File: config.mk
export PLATFORM = sky130hd
export DESIGN_NAME = uart_prog_loader_flat
export DESIGN_NICKNAME = d
export VERILOG_FILES = /design/src/rtl/uart_pkg.sv /design/src/rtl/uart_prog_loader_if.sv /design/src/rtl/uart_prog_loader_gap_timer.sv /design/src/rtl/uart_prog_loader.sv /design/src/flat_wrapper.sv
export SDC_FILE = /design/constraint.sdc
export NUM_CORES = 1
export LEC_CHECK = 0
export ABC_AREA = 1
export BUFFER_PORTS_ARGS = -buffer_cell sky130_fd_sc_hd__buf_2
export CORE_UTILIZATION = 50
export DETAILED_ROUTE_END_ITERATION = 6
export PLACE_DENSITY = 0.69
export RECOVER_POWER = 50
export SYNTH_ARGS = -nofsm -noshare
export SYNTH_HDL_FRONTEND = slang
export SYNTH_HIERARCHICAL = 1
export SYNTH_SLANG_ARGS = --single-unit
File: constraint.sdc
create_clock -name clk -period 2.4 [get_ports clk]
set_input_delay 0.24 -clock clk [delete_from_list [all_inputs] [get_ports clk]]
set_output_delay 0.24 -clock clk [all_outputs]
set_load 0.02 [all_outputs]
File: src/rtl/uart_pkg.sv
// Shared definitions for the UART program loader: FSM state type,
// error cause encodings and the default inter-byte timeout.
package uart_pkg;

  typedef enum logic [2:0] {
    S_IDLE    = 3'd0,
    S_LEN_HI  = 3'd1,
    S_LEN_LO  = 3'd2,
    S_PAYLOAD = 3'd3,
    S_CHECK   = 3'd4
  } loader_state_t;

  localparam logic [1:0] ERR_NONE    = 2'b00;
  localparam logic [1:0] ERR_LEN     = 2'b01;
  localparam logic [1:0] ERR_CSUM    = 2'b10;
  localparam logic [1:0] ERR_TIMEOUT = 2'b11;

  localparam int DEFAULT_TIMEOUT_CYCLES = 20000;

endpackage

File: src/rtl/uart_prog_loader_if.sv
// Byte-stream input, program-memory write port and status outputs of the
// loader. The master side is the loader itself.
interface uart_prog_loader_if #(parameter int ADDR_W = 10) ();

  logic              load_en;
  logic              byte_valid;
  logic [7:0]        byte_data;
  logic              mem_we;
  logic [ADDR_W-1:0] mem_addr;
  logic [7:0]        mem_wdata;
  logic              busy;
  logic              done;
  logic              err;
  logic [1:0]        err_code;

  modport master (
    input  load_en, byte_valid, byte_data,
    output mem_we, mem_addr, mem_wdata, busy, done, err, err_code
  );

  modport slave (
    output load_en, byte_valid, byte_data,
    input  mem_we, mem_addr, mem_wdata, busy, done, err, err_code
  );

endinterface

File: src/rtl/uart_prog_loader_gap_timer.sv
// Saturating inter-byte gap counter. expired_o flags the cycle in which the
// counter is about to reach TIMEOUT_CYCLES-1, so the registered error pulse
// lands on the same edge as the counter reaching that value.
module gap_timer #(
  parameter int TIMEOUT_CYCLES = 20000
) (
  input  logic clk,
  input  logic rst,
  input  logic clr_i,
  input  logic en_i,
  output logic expired_o
);

  localparam int CNT_W = $clog2(TIMEOUT_CYCLES);
  localparam logic [CNT_W-1:0] CNT_LAST    = CNT_W'(TIMEOUT_CYCLES - 1);
  localparam logic [CNT_W-1:0] CNT_PRELAST = CNT_W'(TIMEOUT_CYCLES - 2);

  logic [CNT_W-1:0] cnt_q;

  // Count enabled cycles, clear on request, hold at the terminal value.
  always_ff @(posedge clk) begin
    if (rst) begin
      cnt_q <= '0;
    end else if (clr_i) begin
      cnt_q <= '0;
    end else if (en_i && (cnt_q != CNT_LAST)) begin
      cnt_q <= cnt_q + 1'b1;
    end
  end

  // A clear in the same cycle wins over expiry.
  assign expired_o = en_i & ~clr_i & (cnt_q == CNT_PRELAST);

endmodule

File: src/rtl/uart_prog_loader.sv
// Frame-level loader: parses LEN_HI, LEN_LO, payload, XOR checksum from the
// uart_rx byte stream and writes the payload to program memory at
// sequential addresses starting at 0. Reports done/err with a sticky cause.
module uart_prog_loader
  import uart_pkg::*;
#(
  parameter int ADDR_W         = 10,
  parameter int TIMEOUT_CYCLES = DEFAULT_TIMEOUT_CYCLES
) (
  input logic                clk,
  input logic                rst,
  uart_prog_loader_if.master bus
);

  localparam int MAX_LEN = 1 << ADDR_W;

  loader_state_t     state_q;
  logic              bv_q;
  logic [7:0]        len_hi_q;
  logic [7:0]        acc_q;
  logic [ADDR_W-1:0] ptr_q;
  logic [ADDR_W:0]   rem_q;
  logic              mem_we_q;
  logic [ADDR_W-1:0] mem_addr_q;
  logic [7:0]        mem_wdata_q;
  logic              done_q;
  logic              err_q;
  logic [1:0]        err_code_q;

  logic              byte_evt;
  logic [15:0]       len_d;
  logic              timer_en;
  logic              timer_clr;
  logic              timeout;

  // A byte is the rising edge of byte_valid; a held level counts once.
  assign byte_evt  = bus.byte_valid & ~bv_q;
  assign len_d     = {len_hi_q, bus.byte_data};

  // The gap counter only runs inside a frame and restarts on every byte.
  assign timer_en  = (state_q != S_IDLE);
  assign timer_clr = byte_evt | ~timer_en;

  gap_timer #(
    .TIMEOUT_CYCLES(TIMEOUT_CYCLES)
  ) u_gap_timer (
    .clk      (clk),
    .rst      (rst),
    .clr_i    (timer_clr),
    .en_i     (timer_en),
    .expired_o(timeout)
  );

  // Frame FSM with registered write port and status pulses.
  always_ff @(posedge clk) begin
    if (rst) begin
      state_q     <= S_IDLE;
      bv_q        <= 1'b0;
      len_hi_q    <= '0;
      acc_q       <= '0;
      ptr_q       <= '0;
      rem_q       <= '0;
      mem_we_q    <= 1'b0;
      mem_addr_q  <= '0;
      mem_wdata_q <= '0;
      done_q      <= 1'b0;
      err_q       <= 1'b0;
      err_code_q  <= ERR_NONE;
    end else begin
      bv_q     <= bus.byte_valid;
      mem_we_q <= 1'b0;
      done_q   <= 1'b0;
      err_q    <= 1'b0;

      if (state_q == S_IDLE) begin
        if (bus.load_en && byte_evt) begin
          len_hi_q   <= bus.byte_data;
          err_code_q <= ERR_NONE;
          acc_q      <= '0;
          state_q    <= S_LEN_LO;
        end
      end else if (!bus.load_en) begin
        // Silent abort: no pulse, cause left as it was, byte dropped.
        state_q <= S_IDLE;
      end else if (byte_evt) begin
        case (state_q)
          S_LEN_LO: begin
            if (int'(len_d) > MAX_LEN) begin
              err_q      <= 1'b1;
              err_code_q <= ERR_LEN;
              state_q    <= S_IDLE;
            end else if (len_d == 16'd0) begin
              state_q <= S_CHECK;
            end else begin
              ptr_q   <= '0;
              rem_q   <= (ADDR_W + 1)'(len_d);
              state_q <= S_PAYLOAD;
            end
          end
          S_PAYLOAD: begin
            mem_we_q    <= 1'b1;
            mem_addr_q  <= ptr_q;
            mem_wdata_q <= bus.byte_data;
            acc_q       <= acc_q ^ bus.byte_data;
            ptr_q       <= ptr_q + 1'b1;
            rem_q       <= rem_q - 1'b1;
            if (rem_q == (ADDR_W + 1)'(1)) begin
              state_q <= S_CHECK;
            end
          end
          S_CHECK: begin
            if (bus.byte_data == acc_q) begin
              done_q     <= 1'b1;
              err_code_q <= ERR_NONE;
            end else begin
              err_q      <= 1'b1;
              err_code_q <= ERR_CSUM;
            end
            state_q <= S_IDLE;
          end
          // S_LEN_HI is never entered: the high length byte is taken in IDLE.
          default: state_q <= S_IDLE;
        endcase
      end else if (timeout) begin
        err_q      <= 1'b1;
        err_code_q <= ERR_TIMEOUT;
        state_q    <= S_IDLE;
      end
    end
  end

  assign bus.mem_we    = mem_we_q;
  assign bus.mem_addr  = mem_addr_q;
  assign bus.mem_wdata = mem_wdata_q;
  assign bus.busy      = (state_q != S_IDLE);
  assign bus.done      = done_q;
  assign bus.err       = err_q;
  assign bus.err_code  = err_code_q;

endmodule

File: src/flat_wrapper.sv
// flat-port wrapper written by rule: the top's interface ports become plain ports
module uart_prog_loader_flat import uart_pkg::*;
#(
  parameter int ADDR_W         = 10,
  parameter int TIMEOUT_CYCLES = DEFAULT_TIMEOUT_CYCLES
)
  (clk, rst, bus_load_en, bus_byte_valid, bus_byte_data, bus_mem_we, bus_mem_addr, bus_mem_wdata, bus_busy, bus_done, bus_err, bus_err_code);
  uart_prog_loader_if #(.ADDR_W(ADDR_W)) bus_i ();
  input logic clk;
  input logic rst;
  input wire logic [$bits(bus_i.load_en)-1:0] bus_load_en;
  input wire logic [$bits(bus_i.byte_valid)-1:0] bus_byte_valid;
  input wire logic [$bits(bus_i.byte_data)-1:0] bus_byte_data;
  output wire logic [$bits(bus_i.mem_we)-1:0] bus_mem_we;
  output wire logic [$bits(bus_i.mem_addr)-1:0] bus_mem_addr;
  output wire logic [$bits(bus_i.mem_wdata)-1:0] bus_mem_wdata;
  output wire logic [$bits(bus_i.busy)-1:0] bus_busy;
  output wire logic [$bits(bus_i.done)-1:0] bus_done;
  output wire logic [$bits(bus_i.err)-1:0] bus_err;
  output wire logic [$bits(bus_i.err_code)-1:0] bus_err_code;
  assign bus_i.load_en = bus_load_en;
  assign bus_i.byte_valid = bus_byte_valid;
  assign bus_i.byte_data = bus_byte_data;
  assign bus_mem_we = bus_i.mem_we;
  assign bus_mem_addr = bus_i.mem_addr;
  assign bus_mem_wdata = bus_i.mem_wdata;
  assign bus_busy = bus_i.busy;
  assign bus_done = bus_i.done;
  assign bus_err = bus_i.err;
  assign bus_err_code = bus_i.err_code;
  uart_prog_loader #(.ADDR_W(ADDR_W), .TIMEOUT_CYCLES(TIMEOUT_CYCLES)) u_core (.clk(clk), .rst(rst), .bus(bus_i));
endmodule
==> results.json <==
{
  "routedWlPerCell_um": 12.9,
  "grt_usage": 0.245,
  "wirelength_um": 10200,
  "path_delay_family": "simple AND/OR/NAND/NOR gates",
  "status": "complete, no violations",
  "num_antenna_cells": 0,
  "design_area_mm2": 0.00458,
  "die_w_um": 94.3,
  "yosys_warnings": 6,
  "die_y_um": 94.3,
  "timing.final.crit_share": 0.899,
  "finalSetupViolations": 0,
  "dp.cells": 775,
  "tightest_slew_ns": 1.18,
  "portBuffers": 35,
  "ioPinCount": 36,
  "synthCells": 653,
  "clk_path_buf_depth": 2,
  "hold_ws_ns": 0.102,
  "crit_slowest_cell": "dfxtp_1",
  "hp-class": "input pin to register",
  "clkLatencyLatePin_ns": 0.35,
  "worstSetupPathType": "register to register",
  "pre_cts_ws_ns": 0.297,
  "cts-hold-fix-buffers": 0,
  "cp_common_cell": "nor2_1",
  "max-slew-margin-rel": 0.214,
  "start_kind": "register",
  "cts_setup_buffers": 0,
  "dr.pass1.iters": 5,
  "max-vdd-ir-drop_v": 0.000325,
  "cts-resized-gates": 0,
  "seq_area_frac_synth": 0.372,
  "path_buf_inv": 3,
  "finClkSkew_ns": 0.0105,
  "final_util": 0.558,
  "grt_pass1_vias": 3661,
  "netlist_area_mm2": 0.00426,
  "vias": 4145,
  "fmax_mhz": 463,
  "r2r_slack_ns": 0.24,
  "design.core.area_mm2": 0.00822,
  "path_max_fanout": 16,
  "grt_pass1_wl_um": 16900,
  "drive_gt1_frac": 0.0788,
  "path_cells": "nor2_1 -> clkinv_1 -> nor2_1 -> inv_2 -> buf_4 -> nand3b_1 -> nor4_1 -> nor2_1 -> nand2_1 -> nand3_1 -> o21ai_0 -> nor2_1",
  "worstSetupEndpointType": "register",
  "initialDrtViolationCount": 230,
  "h-tree-depth": 3,
  "hpwl_um": 7100,
  "p_total_mw": 3.27,
  "num_rows": 33,
  "synth_edf_count": 0,
  "start_util": 0.518,
  "layout.nets": 698,
  "final_common_cell": "nand2_1",
  "drc": 0,
  "dpl-instance-area_mm2": 0.00446,
  "power_density_mw_per_mm2": 714,
  "grt_max_degree": 43,
  "critical_path_required_ns": 2.64,
  "dieArea_mm2": 0.00889,
  "ant_nets": 0,
  "p_leak_nw": 1.78,
  "grt-ovfl-total": 0,
  "cpPeakStageDelay_ns": 0.38,
  "mostFrequentLayoutCells": "nand2_1 (158), nor2_1 (102), dfxtp_1 (79), inv_1 (64), a21oi_1 (56)",
  "synthesis.nets": 670,
  "yosysUniqueCellTypes": 33,
  "arrival_ns": 2.40,
  "cts_made_buffers": 9,
  "syn2layout_area_growth_pct": 7.67,
  "maxSlewViolCount": 0,
  "synth_ff_type": "dfxtp_1",
  "fin_cells": 790,
  "avgSynthCellArea_um2": 6.52,
  "async_reset_ff_frac": 0,
  "cts_sinks": 79,
  "setup_ws_ns": 0.242,
  "via_per_inst": 5.25,
  "period_needed_ns": 2.16,
  "hold_viol": 0,
  "cts_tree": "done",
  "setup-tns-final_ns": 0,
  "ys_ff_latch": 79,
  "cts_root_buf": "clkbuf_8",
  "rsz0062_at_grt": "false",
  "antenna_found_initial": 0,
  "gp_congestion": 0.930,
  "maxCapViolCount": 0,
  "clkTransAtPathRegs_ns": 0.09
}
==> synth_stat cells (all sizes together) (3+ instances only) <==
library cell / instances / area [um2]
nand4: 12 / 75.1
buf: 15 / 103
o21ai: 50 / 250
xor2: 6 / 52.6
nand2: 164 / 641
nand3b: 4 / 30.0
xnor2: 3 / 26.3
nor3: 6 / 30.0
inv: 72 / 270
nand3: 56 / 298
ha: 5 / 62.6
or2: 3 / 21.3
dfxtp: 79 / 1580
nor2: 110 / 475
a21oi: 56 / 280
clkbuf: 7 / 26.3
==> cells by family after synthesis <==
group	share of synthesized area
flops	0.372
compound gates	0.128
fa+ha+maj	0.0147
buf+inv	0.0938
simple gates	0.374
xor+xnor	0.0185
==> per-layer routing <==
layer | wire (um) | global-route usage
met5 | 0 | 0
met4 | 117 | 0.0897
met3 | 543 | 0.0340
met2 | 4600 | 0.391
met1 | 4920 | 0.333
==> path summary, 6_finish.rpt <==
kind                                          to  cells past startpoint                      startpoint
hold reg to reg     u_core/acc_q[5]$_SDFFE_PP0P_                      2    u_core/acc_q[5]$_SDFFE_PP0P_
hold / removal            u_core/bv_q$_SDFF_PP0_                      3                  bus_byte_valid
setup reg to reg  u_core/state_q[2]$_SDFFE_PP0P_                     12  u_core/state_q[0]$_SDFFE_PP0P_
setup / recovery  u_core/state_q[2]$_SDFFE_PP0P_                     12  u_core/state_q[0]$_SDFFE_PP0P_
==> where the power goes <==
part           switching (mW)  internal [mW]  leakage [nW]  total (mW)
Sequential             0.0544           1.38         0.638        1.43
Combinational           0.627          0.257          1.05       0.884
Clock                   0.485          0.473        0.0892       0.958
==> cell type report <==
type,instances,area (um2)
Clock buffer,11,131
Clock inverter,4,47.5
Fill cell,843,3630
Inverter,72,270
Multi-Input combinational cell,480,2250
Sequential cell,79,1580
Tap cell,105,131
Timing Repair Buffer,39,173
==> worst reg2reg max path, stage by stage, from the launching register on <==
cell,delay (ns)
dfxtp_1,0.38
nor2_1,0.08
clkinv_1,0.06
nor2_1,0.07
inv_2,0.15
buf_4,0.24
nand3b_1,0.10
nor4_1,0.38
nor2_1,0.12
nand2_1,0.11
nand3_1,0.13
o21ai_0,0.17
nor2_1,0.05
==> registers in the layout, summed over array words and instances (netlist names) <==
| register | count |
|---|---|
| u_core/ptr_q | 10 |
| u_core/bus.mem_addr | 10 |
| u_core/rem_q | 11 |
| u_core/bus.err_code | 2 |
| u_core/bus.done | 1 |
| u_core/acc_q | 8 |
| u_core/bus.err | 1 |
| u_core/state_q | 3 |
| u_core/bus.mem_we | 1 |
| u_core/bv_q | 1 |
| u_core/len_hi_q | 8 |
| u_core/bus.mem_wdata | 8 |
| u_core/u_gap_timer/cnt_q | 15 |
(Power assumes the default switching activity.)
